[src/rtl/pipeline_hazard_ctrl_pkg.sv]
// Shared pipeline definitions: control state encoding and datapath widths
// used by the hazard controller and its load-use comparator.
package pipeline_hazard_ctrl_pkg;

  localparam int unsigned REG_W = 5;
  localparam int unsigned CNT_W = 16;

  typedef enum logic [1:0] {
    RUN      = 2'd0,
    MEM_WAIT = 2'd1,
    FLUSH    = 2'd2
  } state_e;

endpackage

[src/rtl/pipeline_hazard_ctrl_hazard_detect.sv]
// Load-use comparator: flags an ID source that depends on a load still in EX.
// Register zero is hardwired and can never create a dependency.
module hazard_detect
  import pipeline_hazard_ctrl_pkg::*;
(
  input  logic [REG_W-1:0] id_rs1,
  input  logic [REG_W-1:0] id_rs2,
  input  logic             id_uses_rs1,
  input  logic             id_uses_rs2,
  input  logic             ex_is_load,
  input  logic [REG_W-1:0] ex_rd,
  output logic             load_use
);

  logic rs1_hit;
  logic rs2_hit;

  always_comb begin
    rs1_hit  = id_uses_rs1 && (id_rs1 == ex_rd);
    rs2_hit  = id_uses_rs2 && (id_rs2 == ex_rd);
    load_use = ex_is_load && (ex_rd != '0) && (rs1_hit || rs2_hit);
  end

endmodule

[src/rtl/pipeline_hazard_ctrl.sv]
// Pipeline hazard controller: resolves branch flushes, data-memory waits and
// load-use stalls (in that priority) and counts cycles where the PC is held.
module pipeline_hazard_ctrl
  import pipeline_hazard_ctrl_pkg::*;
(
  input  logic             clock,
  input  logic             nreset,
  input  logic [REG_W-1:0] id_rs1,
  input  logic [REG_W-1:0] id_rs2,
  input  logic             id_uses_rs1,
  input  logic             id_uses_rs2,
  input  logic             ex_is_load,
  input  logic [REG_W-1:0] ex_rd,
  input  logic             branch_taken,
  input  logic             mem_req,
  input  logic             mem_ready,
  output logic             pc_en,
  output logic             if_id_stall,
  output logic             if_id_flush,
  output logic             id_ex_bubble,
  output logic             take_branch_addr,
  output logic [CNT_W-1:0] stall_cycles
);

  state_e             state_q, state_d;
  logic               branch_pending_q, branch_pending_d;
  logic [CNT_W-1:0]   stall_cycles_q;
  logic               load_use;

  hazard_detect u_hazard_detect (
    .id_rs1      (id_rs1),
    .id_rs2      (id_rs2),
    .id_uses_rs1 (id_uses_rs1),
    .id_uses_rs2 (id_uses_rs2),
    .ex_is_load  (ex_is_load),
    .ex_rd       (ex_rd),
    .load_use    (load_use)
  );

  always_ff @(posedge clock or negedge nreset) begin
    if (!nreset) begin
      state_q          <= RUN;
      branch_pending_q <= 1'b0;
    end else begin
      state_q          <= state_d;
      branch_pending_q <= branch_pending_d;
    end
  end

  always_comb begin
    state_d          = state_q;
    branch_pending_d = branch_pending_q;
    pc_en            = 1'b1;
    if_id_stall      = 1'b0;
    if_id_flush      = 1'b0;
    id_ex_bubble     = 1'b0;
    take_branch_addr = 1'b0;

    unique case (state_q)
      RUN: begin
        if (branch_taken) begin
          take_branch_addr = 1'b1;
          if_id_flush      = 1'b1;
          id_ex_bubble     = 1'b1;
          state_d          = FLUSH;
        end else if (mem_req && !mem_ready) begin
          pc_en       = 1'b0;
          if_id_stall = 1'b1;
          state_d     = MEM_WAIT;
        end else if (load_use) begin
          pc_en        = 1'b0;
          if_id_stall  = 1'b1;
          id_ex_bubble = 1'b1;
        end
      end

      FLUSH: begin
        // A branch seen here comes from the bubble we just inserted: ignore it.
        if_id_flush  = 1'b1;
        id_ex_bubble = 1'b1;
        state_d      = RUN;
      end

      MEM_WAIT: begin
        if (!mem_ready) begin
          pc_en       = 1'b0;
          if_id_stall = 1'b1;
          if (branch_taken) begin
            branch_pending_d = 1'b1;
          end
        end else if (branch_pending_q || branch_taken) begin
          take_branch_addr = 1'b1;
          if_id_flush      = 1'b1;
          id_ex_bubble     = 1'b1;
          branch_pending_d = 1'b0;
          state_d          = FLUSH;
        end else begin
          state_d = RUN;
        end
      end

      default: state_d = RUN;
    endcase

    // Reset forces a safe pipeline: nothing fetched, front end cleared.
    if (!nreset) begin
      pc_en            = 1'b0;
      if_id_stall      = 1'b0;
      if_id_flush      = 1'b1;
      id_ex_bubble     = 1'b1;
      take_branch_addr = 1'b0;
    end
  end

  always_ff @(posedge clock or negedge nreset) begin
    if (!nreset) begin
      stall_cycles_q <= '0;
    end else if (!pc_en && (stall_cycles_q != '1)) begin
      stall_cycles_q <= stall_cycles_q + CNT_W'(1);
    end
  end

  assign stall_cycles = stall_cycles_q;

endmodule

[config.mk]
export PLATFORM = sky130hd
export DESIGN_NAME = pipeline_hazard_ctrl
export DESIGN_NICKNAME = d
export VERILOG_FILES = /design/src/rtl/pipeline_hazard_ctrl_pkg.sv /design/src/rtl/pipeline_hazard_ctrl_hazard_detect.sv /design/src/rtl/pipeline_hazard_ctrl.sv
export SDC_FILE = /design/constraint.sdc
export NUM_CORES = 1
export LEC_CHECK = 0
export ABC_AREA = 0
export ABC_CLOCK_PERIOD_IN_PS = 2700
export BUFFER_PORTS_ARGS = -buffer_cell sky130_fd_sc_hd__buf_2
export CORE_ASPECT_RATIO = 0.75
export CORE_MARGIN = 3
export CORE_UTILIZATION = 52
export CTS_CLUSTER_DIAMETER = 40
export CTS_CLUSTER_SIZE = 28
export DETAILED_ROUTE_END_ITERATION = 8
export PLACE_DENSITY = 0.9
export SETUP_SLACK_MARGIN = 0.2
export SLEW_MARGIN = 20
export SYNTH_ARGS = -nofsm -noshare
export SYNTH_HDL_FRONTEND = slang
export SYNTH_SLANG_ARGS = --single-unit
[constraint.sdc]
create_clock -name clock -period 2.7 [get_ports clock]
set_input_delay 0.135 -clock clock [delete_from_list [all_inputs] [get_ports clock]]
set_output_delay 0.135 -clock clock [all_outputs]
set_load 0.02 [all_outputs]
**Word-level counts from Yosys, hierarchy flattened**

Cells that the tools add are included.

- Input port bits: 23
- Output and inout port bits: 21
- Bits in registers: 19
- Word-level logic and storage cells: 58

- Equal/unequal tests: 8
- Reductions and logical operators: 15
- $add $sub $neg: 1
- Multiplexer cells: 31

Operators with widths:

| cell | count |
|---|---|
| $mux 1 | 21 |
| $add 16x1->16 const B | 1 |
| $ne 16x16->1 const B | 1 |
| $eq 5x5->1 | 2 |
| $mux 2 | 4 |
| $logic_and 1x1->1 | 6 |
| $pmux 1 s2 | 3 |
| $pmux 1 s3 | 2 |
| $reduce_bool 5->1 | 1 |
| $pmux 2 s2 | 1 |
| $ne 3x3->1 const B | 1 |
| $reduce_and 3->1 | 1 |
| $eq 2x1->1 const B | 1 |
| $eq 2x2->1 const B | 1 |
| $logic_not 1->1 | 2 |
| $logic_not 2->1 | 1 |
| $logic_or 1x1->1 | 2 |
| $ne 2x1->1 const B | 1 |
| $ne 2x2->1 const B | 1 |
| $reduce_and 2->1 | 1 |
| $reduce_bool 2->1 | 1 |

**Logic depth before layout (Yosys ltp)**

Gate-level depths: netlist of run 1.

- Word-level depth: 11
- Depth in mapped cells: 8
- Depth with buffers taken out: 7

**Modules after synthesis**

Synthesis of run 1 repeated with hierarchy kept, for this count alone.

- Cells, all modules: 118
- Area, all modules: 1122.3 um2

Modules (own cells, without submodules):

| module | times used | cells an instance | area each (um2) |
|---|---|---|---|
| pipeline_hazard_ctrl | 1 | 101 | 988.4 |
| hazard_detect | 1 | 17 | 133.9 |

**Least setup slack after synthesis of run 1**

OpenSTA, ideal clock, no wires.

- Kind: flip-flop to flip-flop
- Start point: register stall_cycles_q[3] (netlist: stall_cycles[3])
- End point: register stall_cycles_q[1] (netlist: stall_cycles[1])
- Arrival: 1.893 ns
- Buffers on the path: 1
- Required time: 2.575 ns
- Library setup time: 0.125 ns
- Cell stages (with the launch flop): 8
- Slack: 0.682 ns
- Period minus slack after synthesis: 2.018 ns
- Path through: dfrtp_1 -> nand4_2 -> or2_4 -> nor3_4 -> nor4b_2 -> nor2_4 -> buf_6 -> mux2_4

- Cells in the longest elaborated chain, start to end: 2

RTL lines:

| element | line | text |
|---|---|---|
| from (decl) | pipeline_hazard_ctrl.sv:27 | `logic [CNT_W-1:0] stall_cycles_q;` |
| from (signal assigned) | pipeline_hazard_ctrl.sv:119 | `stall_cycles_q <= stall_cycles_q + CNT_W'(1);` |
| $ne 16x16->1 | pipeline_hazard_ctrl.sv:118 | `end else if (!pc_en && (stall_cycles_q != '1)) begin` |
| $logic_and 1x1->1 | pipeline_hazard_ctrl.sv:118 |  |

Every way passes these cells.
A chain may end at the register's enable or synchronous reset.

**Worst setup path in the final report of run 1**

- Start point: register stall_cycles_q[7] (netlist: stall_cycles[7])
- End point: register stall_cycles_q[1] (netlist: stall_cycles[1])

The elaborated chain is that of the path after synthesis.

==> results of run 1 <==
==> sequential cells by signal (all words and copies together), names as in the netlist <==
register,flops
branch_pending_q,1
stall_cycles,16
state_q,2
==> what timing repair did <==
| item | CTS | global route |
|---|---|---|
| hold endpoints to repair | 9 | 0 |
| gates resized for setup | 0 | 0 |
| hold buffers | 1 | 0 |
==> layer usage <==
| metal | global-route usage, % | vias up | wire, um |
|---|---|---|---|
| met5 | 0 | - | 0 |
| met2 | 37.1 | 27 | 1360 |
| met4 | 4.76 | 0 | 29 |
| met3 | 4.67 | 4 | 99 |
| li1 | - | 493 | - |
| met1 | 26.0 | 473 | 1170 |
==> worst reg2reg max path, cell delays in order, from the launching register on <==
cell and delay [ps]:
dfrtp_1 440, nand4_1 170, or2_4 290, nor3_4 230
nor4b_2 100, nor2_4 410, mux2_4 340
==> logic make-up after synthesis <==
family,count (synthesis)
flip-flops,19
adder cells (fa/ha/maj),1
buffers and inverters,6
AO/OA/AOI/OAI,12
multiplexers,1
XOR/XNOR,25
AND/OR/NAND/NOR,49
==> cell type report <==
cell class / instances / area share (%)
Multi-Input combinational cell: 88 / 45.8
Sequential cell: 19 / 32.8
Timing Repair Buffer: 45 / 16.1
Tap cell: 24 / 2.07
Clock buffer: 3 / 1.56
Inverter: 5 / 1.30
Clock inverter: 1 / 0.346
==> power by group through the flow <==
stage | Clock [mW] | Combinational (mW) | Sequential [mW]
after global placement | 0 | 0.460 | 0.491
after floorplan | 0 | 0.210 | 0.585
after global routing | 0.155 | 0.519 | 0.512
final | 0.146 | 0.471 | 0.497
after CTS | 0.148 | 0.477 | 0.495
after detailed placement | 0 | 0.475 | 0.501
==> path summary, 6_finish.rpt <==
check | slack [ps] | from | end | depth (start not counted)
worst max-delay path | 600 | stall_cycles[7] | stall_cycles[1] | 6
worst min-delay path | 30 | mem_ready | branch_pending_q | 2
worst max register to register | 600 | stall_cycles[7] | stall_cycles[1] | 6
worst min register to register | 510 | stall_cycles[15] | stall_cycles[15] | 1
max in group asynchronous | 2000 | nreset | branch_pending_q | 3
min in group asynchronous | 240 | nreset | stall_cycles[6] | 2
==> cells in the final DEF (no fill, tap or decap), types with 3 or more instances in the layout <==
cell type	Yosys	final
dfrtp_1	19	19
clkbuf_4	0	3
xnor2_1	14	14
nor3_1	3	3
inv_1	5	5
nor2_1	5	5
xor2_1	11	11
a21oi_1	4	4
nand3_1	6	6
nand4_1	4	4
nor3_2	6	6
buf_2	0	43
nand2_1	7	7
==> out/metrics.csv, run 1 <==
stage;metric;value;unit
outcome;status;finished, final reports clean;
worst_setup_path;crit_slowest_cell;dfrtp_1;
synth;synth_top_family_by_area;simple AND/OR/NAND/NOR gates;
floorplanning;fp.coreArea;2070;um^2
synth;yosys_warnings;0;
synth;synth-seq-cells;19;
synth;synth.yosys.seq_area_share;40.7;%
worst_setup_path;required;2890;ps
clock_network;cts_setup_buffers;0;
timing;period_needed;2100;ps
synth;synthMuxAreaShare;1.28;%
hold_path;hold_path_class;input port to flop;
clock_network;cts.sinks;19;
power;seqPwrFrac;44.6;%
routing;routed_wl;2660;um
worst_setup_path;cp_data_arrival_time;2290;ps
synth;synth_flop_cell;dfrtp_1;
timing;fin_hold_ws;31.7;ps
synth;synth_area_leaders;dfrtp_1 41%, xnor2_1 10%, xor2_1 8.2%, nor3_2 5.1%, nand3_1 2.6%;
synth;synthAdderAreaFrac;1.07;%
power;peakVddDrop;390;uV
cells_and_area;fill_cells;158;
clock_network;clkSlewWorstSetupHoldPaths;110;ps
place;post-place-ws;644;ps
timing;setup_slack;603;ps
power;leakagePower;0.662;nW
cells_and_area;final_layout_size_suffix_gt1_share;41.6;%
cells_and_area;fin_util;70.0;%
cells_and_area;ff_latch_area;475;um^2
floorplanning;die_area;2860;um^2
routing;detail-route-antenna-nets;0;
place;dp_hpwl;2180;um
timing;final_hold_viol_count;0;
worst_setup_path;crit_path_max_fanout;15;
power;powerDensity;770;nW/um^2
timing;setup_viol;0;
grt;grt_max_degree;16;
floorplanning;dieWidth;60.7;um
cells_and_area;multiInputGateArea;663;um^2
grt;grt_util_all_layers;20.8;%
synth;syn_area;1170;um^2
synth;yosysTopAreaCell;dfrtp_1;
place;portBuffers;43;
worst_setup_path;startpoint_type;flop;
power;clkPwrFrac;13.1;%
routing;wire_per_inst;14.4;um
place;gp_congestion;0.806;
power;totalPowerFinal;1.11;mW
floorplanning;die_y;47.1;um
floorplanning;placementRows;14;
floorplanning;io_pins;44;
power;p_switching;0.499;mW
grt;antenna_found_initial;0;
routing;via_count;997;
grt;grt_overflow;0;
power;combPwrFrac;42.3;%
cells_and_area;antenna_cells;0;
routing;firstDrtPassIters;4;
synth;synth_xor_area_share;18.7;%
grt;grt_pass1_wl;4420;um
synth;synth_top_area_share;40.7;%
synth;synth_edf_count;0;
synth;yosys.area_share.simple;28.9;%
grt;grt_pass1_vias;1009;
timing;worst_pin_slew;442;ps
timing;rsz0062_at_grt;no;
routing;drc;0;
worst_setup_path;end_kind;flop;
place;placedCellCount;180;
timing;clock.fmax;477;MHz
routing;viasPerCell;5.39;
synth;synth_compound_area_share;6.75;%
cells_and_area;fin_nets;186;
cells_and_area;design_area;1450;um^2
clock_network;clk_latency;300;ps
clock_network;numCtsBuffers;3;
worst_setup_path;path_delay_family;simple AND/OR/NAND/NOR gates;
clock_network;clock_path_buffers;2;
clock_network;cts_tree;built;
synth;synth.distinct_cells;34;
power;p_int;0.615;mW
worst_setup_path;cp_num_buf_inv;0;
timing;timing.final.crit_share;77.7;%
timing;final.setup_skew;8.97;ps
synth;syn_nets;137;
timing;slew_violations;0;
synth;synth_common_cells;19 x dfrtp_1, 14 x xnor2_1, 11 x xor2_1, 7 x nand2_1;
worst_setup_path;critical_path_class;flop to flop;
cells_and_area;layout.cells.non_filler;185;
synth;async_flop_share;100;%
routing;first_iter_violations;41;
clock_network;htree_levels;1;
synth;syn_avg_cell_area;10.3;um^2
cells_and_area;syn_to_final_growth;23.9;%
power;swShare;44.8;%
synth;synth_most_common_cell;dfrtp_1;
worst_setup_path;crit_chain;nand4_1 > or2_4 > nor3_4 > nor4b_2 > nor2_4 > mux2_4;
timing;relSlewSlack;69.7;%
job;drv_cap;0;
place;placed_area;1410;um^2
timing;fin_setup_tns;0;ps
worst_setup_path;max_stage_delay;440;ps
clock_network;root_buffer;clkbuf_4;
floorplanning;initial_core_util;56.5;%
synth;syn_inst;113;
(Power assumes the default switching activity.)
==> run 2: changes to the inputs <==
Settings changed: ABC_CLOCK_PERIOD_IN_PS 2700 to 2000, CORE_UTILIZATION 52 to 48, PLACE_DENSITY 0.9 to 0.84.
Clock period 2.7 ns to 2 ns, I/O delays scaled along.
==> run 2 against run 1 <==
- utilization up 18 points
- clock skew down 3.1 ps
- worst hold slack better by 140 ps
- first-iteration DRC count rose to 3.2 times the previous value
- critical endpoint unchanged
==> out/metrics.csv, run 2 (same netlist as run 1, synthesis figures left out) <==
stage;metric;value;unit;change
floorplanning;fp.coreArea;2150;um^2;+4.2%
hold_path;min_to;branch_pending_q;;
grt;grt_pass1_vias;1317;;+31%
timing;slew_violations;0;;unchanged
worst_setup_path;crit_path_max_fanout;5;;-10
place;placedCellCount;195;;+8.3%
cells_and_area;fin_nets;213;;+15%
worst_setup_path;cp_data_arrival_time;2180;ps;-110 ps
clock_network;cts_tree;built;;
hold_path;worstHoldPathCells;3;;+1
clock_network;clk_latency;310;ps;about the same
place;gp_congestion;0.819;;+1.7%
cells_and_area;ff_latch_area;489;um^2;+2.9%
routing;routed_wl;4510;um;+69%
power;peakVddDrop;828;uV;+110%
timing;timing.final.crit_share;98.5;%;+21 points
worst_setup_path;crit_chain;nand4_1 > or2_4 > nor3_4 > nor4b_4 > nor2_4 > buf_6 > mux2_4;;
place;dp_hpwl;2380;um;+9.5%
hold_path;hold_path_class;input port to flop;;
timing;relSlewSlack;52.8;%;-17 points
timing;worst_pin_slew;706;ps;+263 ps
cells_and_area;largest_reg_flops;16;;unchanged
timing;setup_slack;29.7;ps;-573 ps
clock_network;numCtsBuffers;3;;unchanged
worst_setup_path;reg2reg_depth;7;;+1
cells_and_area;fin_util;88.4;%;+18 points
grt;antenna_found_initial;0;;unchanged
floorplanning;io_pins;44;;unchanged
floorplanning;dieWidth;63.0;um;+3.7%
power;powerDensity;1010;nW/um^2;+31%
routing;via_count;1290;;+29%
floorplanning;initial_core_util;54.2;%;-2.3 points
grt;grt_overflow;0;;unchanged
timing;final.setup_skew;5.83;ps;-3.15 ps
cells_and_area;layout.cells.non_filler;220;;+19%
grt;grt_pass1_wl;6200;um;+40%
routing;wire_per_inst;20.5;um;+42%
worst_setup_path;required;2210;ps;-680 ps
place;placed_area;1520;um^2;+7.7%
worst_setup_path;r2r_end;stall_cycles[1];;
worst_setup_path;end_kind;flop;;
worst_setup_path;max_stage_delay;390;ps;-50 ps
routing;drc;0;;unchanged
clock_network;htree_levels;1;;unchanged
routing;detail-route-antenna-nets;0;;unchanged
floorplanning;die_area;3070;um^2;+7.4%
cells_and_area;fill_cells;100;;-37%
timing;setup_viol;0;;unchanged
place;post-place-ws;8.12;ps;-636 ps
worst_setup_path;crit_slowest_cell;dfrtp_2;;
cells_and_area;syn_to_final_growth;63.0;%;
outcome;status;finished, final reports clean;;
worst_setup_path;r2r_slack;30;ps;-570 ps
timing;period_needed;1970;ps;-127 ps
job;drv_cap;0;;unchanged
cells_and_area;final_common_cell;buf_2;;
place;portBuffers;43;;unchanged
timing;rsz0062_at_grt;yes;;
cells_and_area;design_area;1900;um^2;+32%
clock_network;clkSlewWorstSetupHoldPaths;120;ps;about the same
grt;grt_util_all_layers;26.0;%;+5.2 points
clock_network;root_buffer;clkbuf_4;;
hold_path;min-delay-start;branch_taken;;
floorplanning;die_y;48.7;um;+3.6%
routing;first_iter_violations;132;;+220%
worst_setup_path;startpoint_type;flop;;
power;leakagePower;0.859;nW;+30%
floorplanning;placementRows;14;;unchanged
timing;final_hold_viol_count;0;;unchanged
timing;clock.fmax;508;MHz;+6.5%
routing;viasPerCell;5.86;;+8.8%
routing;firstDrtPassIters;4;;unchanged
cells_and_area;multiInputGateArea;851;um^2;+28%
power;totalPowerFinal;1.92;mW;+72%
cells_and_area;antenna_cells;0;;unchanged
clock_network;clock_path_buffers;2;;unchanged
cells_and_area;layout_common_cells;41 x buf_2, 22 x buf_4, 12 x xnor2_1;;
clock_network;cts.sinks;19;;unchanged
grt;grt_max_degree;15;;-1
worst_setup_path;timing.rr.start;stall_cycles[8];;
worst_setup_path;critical_path_class;flop to flop;;
cells_and_area;final_layout_size_suffix_gt1_share;63.3;%;+22 points
[run 2: cell count changes in the layout (fill, tap and decap cells not counted), sizes merged]
cell | previous run | this run
buf | 44 | 68
dlymetal6s4s | 0 | 1
dlygate4sd3 | 1 | 3
[run 2: per-layer routing]
layer	global-route usage (%)	share of wire, %	vias to the layer above
met5	0	0	-
met4	15.0	5.9	0
met3	6.71	6.7	29
met2	43.6	50	92
met1	29.8	37	626
li1	-	-	543
[run 2: what timing repair did]
item	CTS	global route
resized for setup	17	25
setup endpoints to repair	14	20
hold buffers	2	2
pin swaps	14	11
hold endpoints to repair	20	8
setup buffers	13	4
[run 2: cell type report]
class | count | area share [%]
flip-flops and latches | 19 | 25.7
inverters | 5 | 0.986
repair buffers | 72 | 25.1
clock inverters | 1 | 0.263
well taps | 32 | 2.10
multi-input cells | 88 | 44.7
clock buffers | 3 | 1.18
[run 2: worst max-delay path by stage]
stage,from,endpoint,cells past startpoint,slack (ps)
final,stall_cycles[8],stall_cycles[1],7,30
after global routing,stall_cycles[7],stall_cycles[9],8,-20
after CTS,stall_cycles[3],stall_cycles[1],7,100
after detailed placement,state_q[1],stall_cycles[7],8,8
after global placement,state_q[1],stall_cycles[13],8,140
after floorplan,stall_cycles[4],stall_cycles[1],7,140
[run 2: critical path, delay by kind of cell (launching register included)]
family	cells	cell delay, ps
AND/OR/NAND/NOR	5	1040
flip-flops	1	390
multiplexers	1	280
buffers and inverters	1	150
[run 2: power by group]
part	leakage, nW	switching (mW)	internal, mW
registers	0.213	0.149	0.526
logic	0.628	0.598	0.435
clock network	0.0177	0.136	0.0748
total	0.859	0.883	1.04
[run 2: stage by stage]
step | TNS (ps) | hold WS [ps]
2_1_floorplan | 0 | -196
3_3_place_gp | 0 | -25.9
3_5_place_dp | 0 | -20.1
4_1_cts | 0 | 111
5_1_grt | -55.0 | 177
6_report | 0 | 174
